==> config.mk <==
export PLATFORM = sky130hd
export DESIGN_NAME = uart_xcvr_fifo
export DESIGN_NICKNAME = d
export VERILOG_FILES = /design/src/rtl/uart_xcvr_fifo.sv
export SDC_FILE = /design/constraint.sdc
export NUM_CORES = 1
export LEC_CHECK = 0
export BUFFER_PORTS_ARGS = -buffer_cell sky130_fd_sc_hd__buf_2
export CORE_ASPECT_RATIO = 0.9
export CORE_MARGIN = 5
export CORE_UTILIZATION = 62
export DETAILED_ROUTE_END_ITERATION = 8
export PLACE_DENSITY = 0.89
export SKIP_CTS_REPAIR_TIMING = 1
export SYNTH_ARGS = -nofsm -noshare
export SYNTH_HDL_FRONTEND = slang
export SYNTH_SLANG_ARGS = --single-unit
==> constraint.sdc <==
create_clock -name clk_i -period 2.7 [get_ports clk_i]
set_input_delay 0.135 -clock clk_i [delete_from_list [all_inputs] [get_ports clk_i]]
set_output_delay 0.135 -clock clk_i [all_outputs]
set_load 0.02 [all_outputs]
==> src/rtl/uart_xcvr_fifo.sv <==
// uart_xcvr_fifo -- full-duplex UART transceiver with TX and RX FIFOs.
//
// Frame: start bit, DataBits data bits LSB first, optional parity bit, one stop bit.
// Optional feature macro: UART_PARITY_EN (adds a parity bit, even/odd per ParityOdd).
//
// Ports:
//   clk_i           system clock, rising edge
//   reset_i         asynchronous active-high reset
//   rx_i            serial input, idle high, asynchronous to clk_i
//   tx_o            serial output, idle high
//   tx_data_i       byte to transmit
//   tx_valid_i      tx_data_i valid
//   tx_ready_o      TX FIFO not full
//   rx_data_o       head of RX FIFO (0 when empty)
//   rx_valid_o      RX FIFO not empty
//   rx_ready_i      consumer pops rx_data_o
//   rx_frame_err_o  1-cycle pulse: stop bit sampled low
//   rx_parity_err_o 1-cycle pulse: parity mismatch (0 without UART_PARITY_EN)
//   rx_overrun_o    1-cycle pulse: good frame dropped, RX FIFO full
module uart_xcvr_fifo #(
   parameter int ClkFreq   = 12000000,
   parameter int BaudRate  = 115200,
   parameter int DataBits  = 8,
   parameter int FifoDepth = 16,
   parameter int ParityOdd = 0
) (
   input  logic                clk_i,
   input  logic                reset_i,
   input  logic                rx_i,
   output logic                tx_o,
   input  logic [DataBits-1:0] tx_data_i,
   input  logic                tx_valid_i,
   output logic                tx_ready_o,
   output logic [DataBits-1:0] rx_data_o,
   output logic                rx_valid_o,
   input  logic                rx_ready_i,
   output logic                rx_frame_err_o,
   output logic                rx_parity_err_o,
   output logic                rx_overrun_o
);

   localparam int ClksPerBit = (ClkFreq + BaudRate / 2) / BaudRate;
   localparam int CntW = $clog2(ClksPerBit + 1);
   localparam int PtrW = $clog2(FifoDepth);
   localparam int IdxW = $clog2(DataBits);
   localparam logic [CntW-1:0] LastCnt = CntW'(ClksPerBit - 1);
   localparam logic [CntW-1:0] HalfCnt = CntW'(ClksPerBit / 2);
   localparam logic [IdxW-1:0] LastIdx = IdxW'(DataBits - 1);
   localparam logic [PtrW:0]   PtrOne  = (PtrW + 1)'(1);

`ifdef UART_PARITY_EN
   localparam logic ParBit = ParityOdd[0];
   typedef enum logic [2:0] {TX_IDLE, TX_START, TX_DATA, TX_PARITY, TX_STOP} tx_state_t;
   typedef enum logic [2:0] {RX_IDLE, RX_START, RX_DATA, RX_PARITY, RX_STOP, RX_BREAK} rx_state_t;
`else
   typedef enum logic [2:0] {TX_IDLE, TX_START, TX_DATA, TX_STOP} tx_state_t;
   typedef enum logic [2:0] {RX_IDLE, RX_START, RX_DATA, RX_STOP, RX_BREAK} rx_state_t;
`endif

   // ---------------- TX FIFO ----------------
   logic [DataBits-1:0] tx_mem [FifoDepth];
   logic [PtrW:0]       tx_wr, tx_rd;
   logic                tx_full, tx_empty, tx_push, tx_pop;
   logic [DataBits-1:0] tx_head;

   assign tx_full    = (tx_wr[PtrW] != tx_rd[PtrW]) && (tx_wr[PtrW-1:0] == tx_rd[PtrW-1:0]);
   assign tx_empty   = (tx_wr == tx_rd);
   assign tx_ready_o = ~tx_full;
   assign tx_push    = tx_valid_i & ~tx_full;
   assign tx_head    = tx_mem[tx_rd[PtrW-1:0]];

   always_ff @(posedge clk_i or posedge reset_i) begin
      if (reset_i) begin
         tx_wr <= '0;
         tx_rd <= '0;
      end else begin
         if (tx_push) tx_wr <= tx_wr + PtrOne;
         if (tx_pop)  tx_rd <= tx_rd + PtrOne;
      end
   end

   always_ff @(posedge clk_i) begin
      if (tx_push) tx_mem[tx_wr[PtrW-1:0]] <= tx_data_i;
   end

   // ---------------- TX FSM ----------------
   tx_state_t           tx_state, tx_next;
   logic [CntW-1:0]     tx_cnt;
   logic [IdxW-1:0]     tx_idx;
   logic [DataBits-1:0] tx_shift;
   logic                tx_bit_done, tx_line;
`ifdef UART_PARITY_EN
   logic                tx_par;
`endif

   assign tx_bit_done = (tx_cnt == LastCnt);

   always_comb begin
      tx_next = tx_state;
      tx_pop  = 1'b0;
      tx_line = 1'b1;
      case (tx_state)
         TX_IDLE: begin
            if (!tx_empty) begin
               tx_pop  = 1'b1;
               tx_next = TX_START;
            end
         end
         TX_START: begin
            tx_line = 1'b0;
            if (tx_bit_done) tx_next = TX_DATA;
         end
         TX_DATA: begin
            tx_line = tx_shift[0];
            if (tx_bit_done && tx_idx == LastIdx)
`ifdef UART_PARITY_EN
               tx_next = TX_PARITY;
`else
               tx_next = TX_STOP;
`endif
         end
`ifdef UART_PARITY_EN
         TX_PARITY: begin
            tx_line = tx_par;
            if (tx_bit_done) tx_next = TX_STOP;
         end
`endif
         TX_STOP: begin
            // Next frame starts straight out of STOP so there is no idle gap.
            if (tx_bit_done) begin
               if (!tx_empty) begin
                  tx_pop  = 1'b1;
                  tx_next = TX_START;
               end else begin
                  tx_next = TX_IDLE;
               end
            end
         end
         default: tx_next = TX_IDLE;
      endcase
   end

   // tx_o is registered, so the line lags the state by one cycle.
   always_ff @(posedge clk_i or posedge reset_i) begin
      if (reset_i) begin
         tx_state <= TX_IDLE;
         tx_cnt   <= '0;
         tx_idx   <= '0;
         tx_shift <= '0;
         tx_o     <= 1'b1;
`ifdef UART_PARITY_EN
         tx_par   <= 1'b0;
`endif
      end else begin
         tx_state <= tx_next;
         tx_o     <= tx_line;
         if (tx_next != tx_state || tx_bit_done || tx_state == TX_IDLE)
            tx_cnt <= '0;
         else
            tx_cnt <= tx_cnt + CntW'(1);
         if (tx_pop) begin
            tx_shift <= tx_head;
            tx_idx   <= '0;
`ifdef UART_PARITY_EN
            tx_par   <= ^tx_head ^ ParBit;
`endif
         end else if (tx_state == TX_DATA && tx_bit_done) begin
            tx_shift <= tx_shift >> 1;
            tx_idx   <= tx_idx + IdxW'(1);
         end
      end
   end

   // ---------------- RX FSM ----------------
   rx_state_t           rx_state, rx_next;
   logic [1:0]          rx_sync;
   logic                rx_s;
   logic [CntW-1:0]     rx_cnt;
   logic [IdxW-1:0]     rx_idx;
   logic [DataBits-1:0] rx_shift;
   logic                rx_bit_done, rx_stop_smp, rx_par_bad, rx_wr_pend;

   assign rx_s        = rx_sync[1];
   assign rx_bit_done = (rx_cnt == LastCnt);
   assign rx_stop_smp = (rx_state == RX_STOP) && rx_bit_done;

`ifdef UART_PARITY_EN
   logic rx_par_bit;
   assign rx_par_bad = ((^rx_shift ^ rx_par_bit) != ParBit);
`else
   assign rx_par_bad = 1'b0;
   // No parity bit in this build; ParityOdd has no effect.
   assign rx_parity_err_o = 1'b0 & ParityOdd[0];
`endif

   always_comb begin
      rx_next = rx_state;
      case (rx_state)
         RX_IDLE:  if (!rx_s) rx_next = RX_START;
         // Mid-start sample high means a glitch; drop back silently.
         RX_START: if (rx_cnt == HalfCnt) rx_next = rx_s ? RX_IDLE : RX_DATA;
         RX_DATA: begin
            if (rx_bit_done && rx_idx == LastIdx)
`ifdef UART_PARITY_EN
               rx_next = RX_PARITY;
`else
               rx_next = RX_STOP;
`endif
         end
`ifdef UART_PARITY_EN
         RX_PARITY: if (rx_bit_done) rx_next = RX_STOP;
`endif
         RX_STOP:  if (rx_bit_done) rx_next = rx_s ? RX_IDLE : RX_BREAK;
         RX_BREAK: if (rx_s) rx_next = RX_IDLE;
         default:  rx_next = RX_IDLE;
      endcase
   end

   // ---------------- RX FIFO ----------------
   logic [DataBits-1:0] rx_mem [FifoDepth];
   logic [PtrW:0]       rx_wr, rx_rd;
   logic                rx_full, rx_push, rx_pop;

   assign rx_full    = (rx_wr[PtrW] != rx_rd[PtrW]) && (rx_wr[PtrW-1:0] == rx_rd[PtrW-1:0]);
   assign rx_valid_o = (rx_wr != rx_rd);
   assign rx_data_o  = rx_valid_o ? rx_mem[rx_rd[PtrW-1:0]] : '0;
   // Fullness is judged before any same-cycle pop.
   assign rx_push    = rx_wr_pend & ~rx_full;
   assign rx_pop     = rx_valid_o & rx_ready_i;

   always_ff @(posedge clk_i) begin
      if (rx_push) rx_mem[rx_wr[PtrW-1:0]] <= rx_shift;
   end

   always_ff @(posedge clk_i or posedge reset_i) begin
      if (reset_i) begin
         rx_sync        <= '1;
         rx_state       <= RX_IDLE;
         rx_cnt         <= '0;
         rx_idx         <= '0;
         rx_shift       <= '0;
         rx_wr_pend     <= 1'b0;
         rx_frame_err_o <= 1'b0;
         rx_overrun_o   <= 1'b0;
         rx_wr          <= '0;
         rx_rd          <= '0;
`ifdef UART_PARITY_EN
         rx_par_bit      <= 1'b0;
         rx_parity_err_o <= 1'b0;
`endif
      end else begin
         rx_sync  <= {rx_sync[0], rx_i};
         rx_state <= rx_next;
         if (rx_next != rx_state || rx_bit_done || rx_state == RX_IDLE || rx_state == RX_BREAK)
            rx_cnt <= '0;
         else
            rx_cnt <= rx_cnt + CntW'(1);
         if (rx_state == RX_START) rx_idx <= '0;
         if (rx_state == RX_DATA && rx_bit_done) begin
            rx_shift <= {rx_s, rx_shift[DataBits-1:1]};
            rx_idx   <= rx_idx + IdxW'(1);
         end
`ifdef UART_PARITY_EN
         if (rx_state == RX_PARITY && rx_bit_done) rx_par_bit <= rx_s;
         rx_parity_err_o <= rx_stop_smp & rx_s & rx_par_bad;
`endif
         rx_frame_err_o <= rx_stop_smp & ~rx_s;
         rx_wr_pend     <= rx_stop_smp & rx_s & ~rx_par_bad;
         rx_overrun_o   <= rx_wr_pend & rx_full;
         if (rx_push) rx_wr <= rx_wr + PtrOne;
         if (rx_pop)  rx_rd <= rx_rd + PtrOne;
      end
   end

endmodule

==> results.json, run 1 <==
{
  "outcome": "completed",
  "ys_warn_count": 0,
  "final_min_period_over_clock_period_pct": 97.2,
  "crit_type": "register to output pin",
  "ff_latch_area_sq_um": 9400,
  "antenna_found_initial": 0,
  "pin_count": 27,
  "pwr-share-comb_pct": 16.7,
  "numCtsBuffers": 31,
  "coreArea_sq_um": 20800,
  "hold_depth": 1,
  "cts_root_buf": "clkbuf_16",
  "ir_drop_v": 0.000594,
  "hpwlAfterDp_mm": 16.5,
  "netlist_area_sq_um": 13200,
  "period_needed_ns": 2.63,
  "hold_path_class": "input pin to register",
  "synth_edf_count": 256,
  "die_w_microns": 164,
  "grt_pass1_vias": 7352,
  "synthToLayoutAreaGrowth_pct": 12.9,
  "post-route-util_pct": 71.4,
  "track_usage_pct": 23.6,
  "synthCells": 744,
  "numPortBuffers": 25,
  "gp_congestion": 0.826,
  "drv_cap": 0,
  "wl_mm": 28.0,
  "ctsLongestPathBuffers": 3,
  "finalNetCount": 834,
  "ys_seq_area_share_pct": 71.4,
  "clkLatencyLatePin_ns": 0.54,
  "grt_max_degree": 36,
  "drt-initial-drc-count": 782,
  "fp.dieArea_sq_um": 24200,
  "overflow": 0,
  "wl_per_cell_microns": 25.1,
  "slew_headroom_pct": 46.3,
  "diodes": 0,
  "async_reset_ff_share_pct": 21.0,
  "row_count": 50,
  "fin_skew_ns": 0.0113,
  "htreeDepth": 1,
  "die_h_microns": 148,
  "timing.fmax_ghz": 0.381,
  "ant_nets": 0,
  "drtPass1Iterations": 5,
  "viasPerCell": 6.38,
  "switching_share_pct": 25.8,
  "drc": 0,
  "leakagePower_nw": 5.03,
  "timing.critical_path.to_type": "output pin",
  "n_fill_cell": 1190,
  "grt_pass1_wl_mm": 43.3,
  "r2r_cells": 5,
  "clock-sinks": 324,
  "internal-power_mw": 9.18,
  "setup_viol": 0,
  "tightest_slew_ns": 0.804,
  "cp_max_fo": 8,
  "ys.flop_type": "edfxtp_1",
  "start_util_pct": 63.2,
  "crit_required_ns": 2.57,
  "critPathArrivalTime_ns": 2.49,
  "synth_seq_cells": 324,
  "vias": 7105,
  "synth_area_per_cell_sq_um": 17.7,
  "netSwitchingPower_mw": 3.20,
  "cp-start-kind": "register",
  "power_density_nw_per_um2": 833,
  "drv_slew": 0,
  "layout-drive-gt1-share_pct": 23.7,
  "yosysUniqueCellTypes": 55,
  "tritoncts": "yes",
  "path_clk_slew_ns": 0.07,
  "p_clk_share_pct": 35.2,
  "rsz0062_at_grt": "no",
  "tns_ns": 0,
  "seq_power_share_pct": 48.1,
  "finalHoldViolations": 0,
  "multiInputGateArea_sq_um": 3550
}
## metal layers
metal,GRT usage [%],vias up,share of wire (%)
met5,0,-,0
met4,7.17,0,3.0
met3,4.27,72,7.5
met2,39.4,419,51
met1,32.5,3602,38
li1,-,3012,-
## critical path, cell delays in order (launching register included)
cell	delay (ns)
dfrtp_1	0.48
xor2_1	0.22
nor4_1	0.51
and2_1	0.27
buf_4	0.20
a211oi_1	0.08
buf_2	0.18
## area by class of cell
type	instances	share of cell area [%]
flip-flops and latches	324	63.2
multi-input cells	368	23.9
clock buffers	41	5.67
repair buffers	66	3.27
well taps	286	2.41
clock inverters	16	1.25
inverters	13	0.328
## cells in the final DEF (no fill, tap or decap), drive strengths merged, types with 14 or more instances in the layout
cell type,synthesis,routed
mux2i,18,18
nor2,43,43
buf,19,61
xor2,18,18
dfrtp,65,65
o21ai,14,14
nand2,34,34
mux4,64,64
clkbuf,21,42
and3,19,19
a211oi,19,19
a22oi,16,16
xnor2,21,21
nor2b,14,14
edfxtp,256,256
ha,17,17
inv,13,14
## stage by stage
stage               area (sq um)  cells  power (mW)  worst slack (ns)  hold WS (ns)
floorplan                  13200    745        7.43             0.244         0.139
global placement           13700   1046        7.92             0.608         0.248
detailed placement         13700   1046        8.04             0.494         0.243
CTS                        14700   1103        12.4           0.00807        -0.327
global route               14900   1114        12.9            0.0476      0.000734
finish                     14900   1114        12.4            0.0746       0.00456
## cell families after synthesis
family	Yosys count	share of synthesized area, %
buffers and inverters	53	1.78
adder cells (fa/ha/maj)	17	1.62
XOR/XNOR	39	2.60
flip-flops	324	71.4
AO/OA/AOI/OAI	64	3.36
AND/OR/NAND/NOR	154	6.08
other	1	0.0285
multiplexers	92	13.2
## synthesized netlist by cell type (2+ instances only)
library cell / instances / share of area (%)
buf_1: 3 / 0.086
a21oi_1: 6 / 0.23
ha_1: 17 / 1.6
and3_1: 19 / 0.90
inv_1: 13 / 0.37
nand3_1: 9 / 0.34
nor2_2: 2 / 0.095
clkbuf_1: 20 / 0.57
nor3b_1: 2 / 0.11
buf_2: 12 / 0.46
nand4b_1: 2 / 0.13
and2_1: 3 / 0.14
buf_4: 3 / 0.17
mux2i_1: 18 / 1.4
nor3_1: 5 / 0.19
edfxtp_1: 256 / 58
a22oi_1: 16 / 0.91
nor2_1: 41 / 1.2
a211oi_1: 18 / 1.0
or3_1: 2 / 0.095
xor2_1: 18 / 1.2
nand2b_1: 5 / 0.24
o21ai_0: 6 / 0.23
nor2b_1: 14 / 0.67
nand2_1: 34 / 0.97
o21ai_1: 8 / 0.30
dfstp_2: 3 / 0.60
o2bb2ai_1: 2 / 0.13
dfrtp_1: 65 / 12
mux2_2: 10 / 0.86
xnor2_1: 21 / 1.4
nand4_1: 5 / 0.24
mux4_2: 64 / 11
## final timing paths
| path | start | end | slack [ns] |
|---|---|---|---|
| max reg2reg | rx_wr[3]$_DFFE_PP0P_ | rx_mem[2][2]$_DFFE_PP_ | 0.37 |
| max | rx_wr[3]$_DFFE_PP0P_ | rx_data_o[7] | 0.07 |
| max in group asynchronous | reset_i | tx_o$_DFF_PP1_ | 1.65 |
| min | tx_data_i[4] | tx_mem[13][4]$_DFFE_PP_ | 0.005 |
| min reg2reg | rx_sync[0]$_DFF_PP1_ | rx_sync[1]$_DFF_PP1_ | 0.36 |
| min in group asynchronous | reset_i | rx_rd[2]$_DFFE_PP0P_ | 0.23 |
## power groups by stage
stage,clock network (mW),logic (mW),registers (mW)
after CTS,4.41,2.07,5.94
final,4.36,2.07,5.95
after global routing,4.65,2.23,5.98
after detailed placement,0,2.00,6.04
after global placement,0,1.92,6.00
after floorplan,0,1.52,5.90
## registers in the layout, summed over array words and instances, names as in the netlist
name            count
tx_o                1
rx_wr               5
rx_rd               5
rx_overrun_o        1
tx_rd               5
tx_wr               5
tx_idx              3
rx_idx              3
rx_cnt              7
rx_mem            128
rx_frame_err_o      1
rx_sync             2
tx_state            3
tx_cnt              7
tx_shift            8
rx_wr_pend          1
rx_state            3
rx_shift            8
tx_mem            128
Power figures use the tool's default switching activity.
==> run 2, diff against run 1 <==
--- a/config.mk
+++ b/config.mk
@@ -7,7 +7,6 @@
 export LEC_CHECK = 0
 export BUFFER_PORTS_ARGS = -buffer_cell sky130_fd_sc_hd__buf_2
 export CORE_ASPECT_RATIO = 0.9
-export CORE_MARGIN = 5
 export CORE_UTILIZATION = 62
 export DETAILED_ROUTE_END_ITERATION = 8
 export PLACE_DENSITY = 0.89
==> constraint.sdc (replaced) <==
create_clock -name clk_i -period 2.7 [get_ports clk_i]
set_input_delay 0.135 -clock clk_i [delete_from_list [all_inputs] [get_ports clk_i]]
set_output_delay 0.135 -clock clk_i [all_outputs]
set_load 0.01 [all_outputs]
==> run 2 against run 1 <==
Compared with the run above:
- highest routed layer is now met5
- clock skew is 0.00076 ns higher
- worst setup slack better by 0.039 ns
- flip-flop and latch count stayed put
- total power is 0.52% lower
- global-route usage is 1.7 points higher
- utilization is 0.30 points lower
- via count is 0.66% lower
- critical path depth stayed put
- die area is 10% lower
==> results.json, run 2 (same netlist as run 1, synthesis figures left out) <==
{
  "tritoncts": "yes",
  "rsz0062_at_grt": "no",
  "final_cell_mix": "edfxtp_1 (256), mux4_2 (64), dfrtp_1 (63)",
  "path_clk_slew_ns": 0.06,
  "drtPass1Iterations": 5,
  "drc": 0,
  "die_h_microns": 140,
  "critPathArrivalTime_ns": 2.45,
  "period_needed_ns": 2.59,
  "antenna_found_initial": 1,
  "whs_endpoint": "tx_mem[14][6]$_DFFE_PP_",
  "gp_congestion": 0.867,
  "tightest_slew_ns": 1.16,
  "critPathTopFamily": "multiplexers",
  "clkLatencyLatePin_ns": 0.54,
  "hold_path_class": "input pin to register",
  "overflow": 0,
  "final_min_period_over_clock_period_pct": 95.8,
  "layout_commonest_cell": "edfxtp_1",
  "r2r_start": "rx_wr[3]$_DFFE_PP0P_",
  "diodes": 0,
  "fin_skew_ns": 0.0120,
  "rr_endpoint": "rx_mem[3][2]$_DFFE_PP_",
  "htreeDepth": 1,
  "crit_slowest_cell": "mux4_2",
  "setup_ws_ns": 0.113,
  "wl_mm": 26.8,
  "start_util_pct": 63.2,
  "layout-drive-gt1-share_pct": 22.8,
  "cts_root_buf": "clkbuf_16",
  "hpwlAfterDp_mm": 16.2,
  "timing.critical_path.to_type": "output pin",
  "numPortBuffers": 25,
  "leakagePower_nw": 4.98,
  "cp_num_buf_inv": 2,
  "crit_required_ns": 2.57,
  "cp-start-kind": "register",
  "drv_cap": 0,
  "ir_drop_v": 0.000665,
  "crit_chain": "buf_12 -> mux4_2 -> nor2b_1 -> a211oi_1 -> a211oi_1 -> buf_2",
  "hold_depth": 1,
  "pre_cts_ws_ns": 0.238,
  "setup_viol": 0,
  "row_count": 50,
  "slew_headroom_pct": 22.3,
  "power_density_nw_per_um2": 832,
  "track_usage_pct": 25.3,
  "die_w_microns": 156,
  "grt_pass1_wl_mm": 41.0,
  "drt-initial-drc-count": 773,
  "pin_count": 27,
  "r2r_cells": 5,
  "finalHoldViolations": 0,
  "hold_start": "tx_data_i[6]",
  "crit_top_cell": "a211oi_1",
  "vias": 7058,
  "timing.fmax_ghz": 0.387,
  "finalNetCount": 829,
  "ctsLongestPathBuffers": 3,
  "power_mw": 12.3,
  "grt_max_degree": 36,
  "coreArea_sq_um": 20800,
  "ant_nets": 0,
  "wl_per_cell_microns": 24.2,
  "numCtsBuffers": 30,
  "grt_pass1_vias": 7186,
  "n_fill_cell": 1177,
  "clock-sinks": 324,
  "viasPerCell": 6.36,
  "crit_path_max_incr_delay_ns": 0.53,
  "cp_max_fo": 35,
  "outcome": "completed",
  "crit_type": "register to output pin",
  "synthToLayoutAreaGrowth_pct": 12.5,
  "drv_slew": 0,
  "ff2ff_setup_slack_ns": 0.17,
  "fp.dieArea_sq_um": 21800
}
[run 2: worst max path at each step]
stage                               startpoint                     end  slack, ns  cells past startpoint
after floorplan           tx_rd[0]$_DFFE_PP0P_  tx_mem[3][0]$_DFFE_PP_       0.24                      6
after global placement    rx_rd[0]$_DFFE_PP0P_            rx_data_o[4]       0.46                      6
after detailed placement  rx_wr[3]$_DFFE_PP0P_  rx_mem[3][5]$_DFFE_PP_       0.24                      5
after CTS                 rx_rd[0]$_DFFE_PP0P_            rx_data_o[4]      -0.21                      6
after global routing      rx_rd[0]$_DFFE_PP0P_            rx_data_o[4]       0.02                      6
final                     rx_rd[0]$_DFFE_PP0P_            rx_data_o[4]       0.11                      6
[run 2: through the flow]
step                setup TNS [ns]  hold WS (ns)  util (%)  std cells  cell area (sq um)
floorplan                        0         0.139         -        745              13200
global placement                 0         0.112      65.6       1044              13700
detailed placement               0         0.124      65.6       1044              13700
CTS                          -1.21        -0.451      70.6       1100              14700
global route                     0       0.00227      71.1       1109              14800
finish                           0       0.00331      71.1       1109              14800
[run 2: worst reg2reg max path, stage by stage (launching register included)]
cell      delay, ns
dfrtp_1        0.55
xor2_1         0.19
nor4_1         0.08
a21boi_0       0.27
nand2_1        0.16
nor3_1         0.90
[run 2: power breakdown]
part | total [mW] | leakage (nW) | switching (mW) | internal (mW)
combinational | 2.04 | 1.56 | 1.17 | 0.875
sequential | 5.96 | 2.92 | 0.253 | 5.71
clock | 4.31 | 0.498 | 1.75 | 2.57
total | 12.3 | 4.98 | 3.17 | 9.15
[run 2: routing by layer]
| metal | part of all wire, % | GRT usage [%] | up-vias |
|---|---|---|---|
| met2 | 50 | 42.5 | 402 |
| met1 | 39 | 35.0 | 3591 |
| li1 | - | - | 2992 |
| met3 | 7.9 | 3.84 | 71 |
| met5 | 0.037 | 0 | - |
| met4 | 3.0 | 7.33 | 2 |
[run 2: layout make-up]
class,count,area [sq um],share of cell area [%]
clock buffer,41,843,5.70
clock inverter,15,181,1.23
inverter,13,48.8,0.330
multi-input combinational,368,3540,23.9
sequential,324,9400,63.5
tap,286,358,2.42
timing repair buffer,62,438,2.96
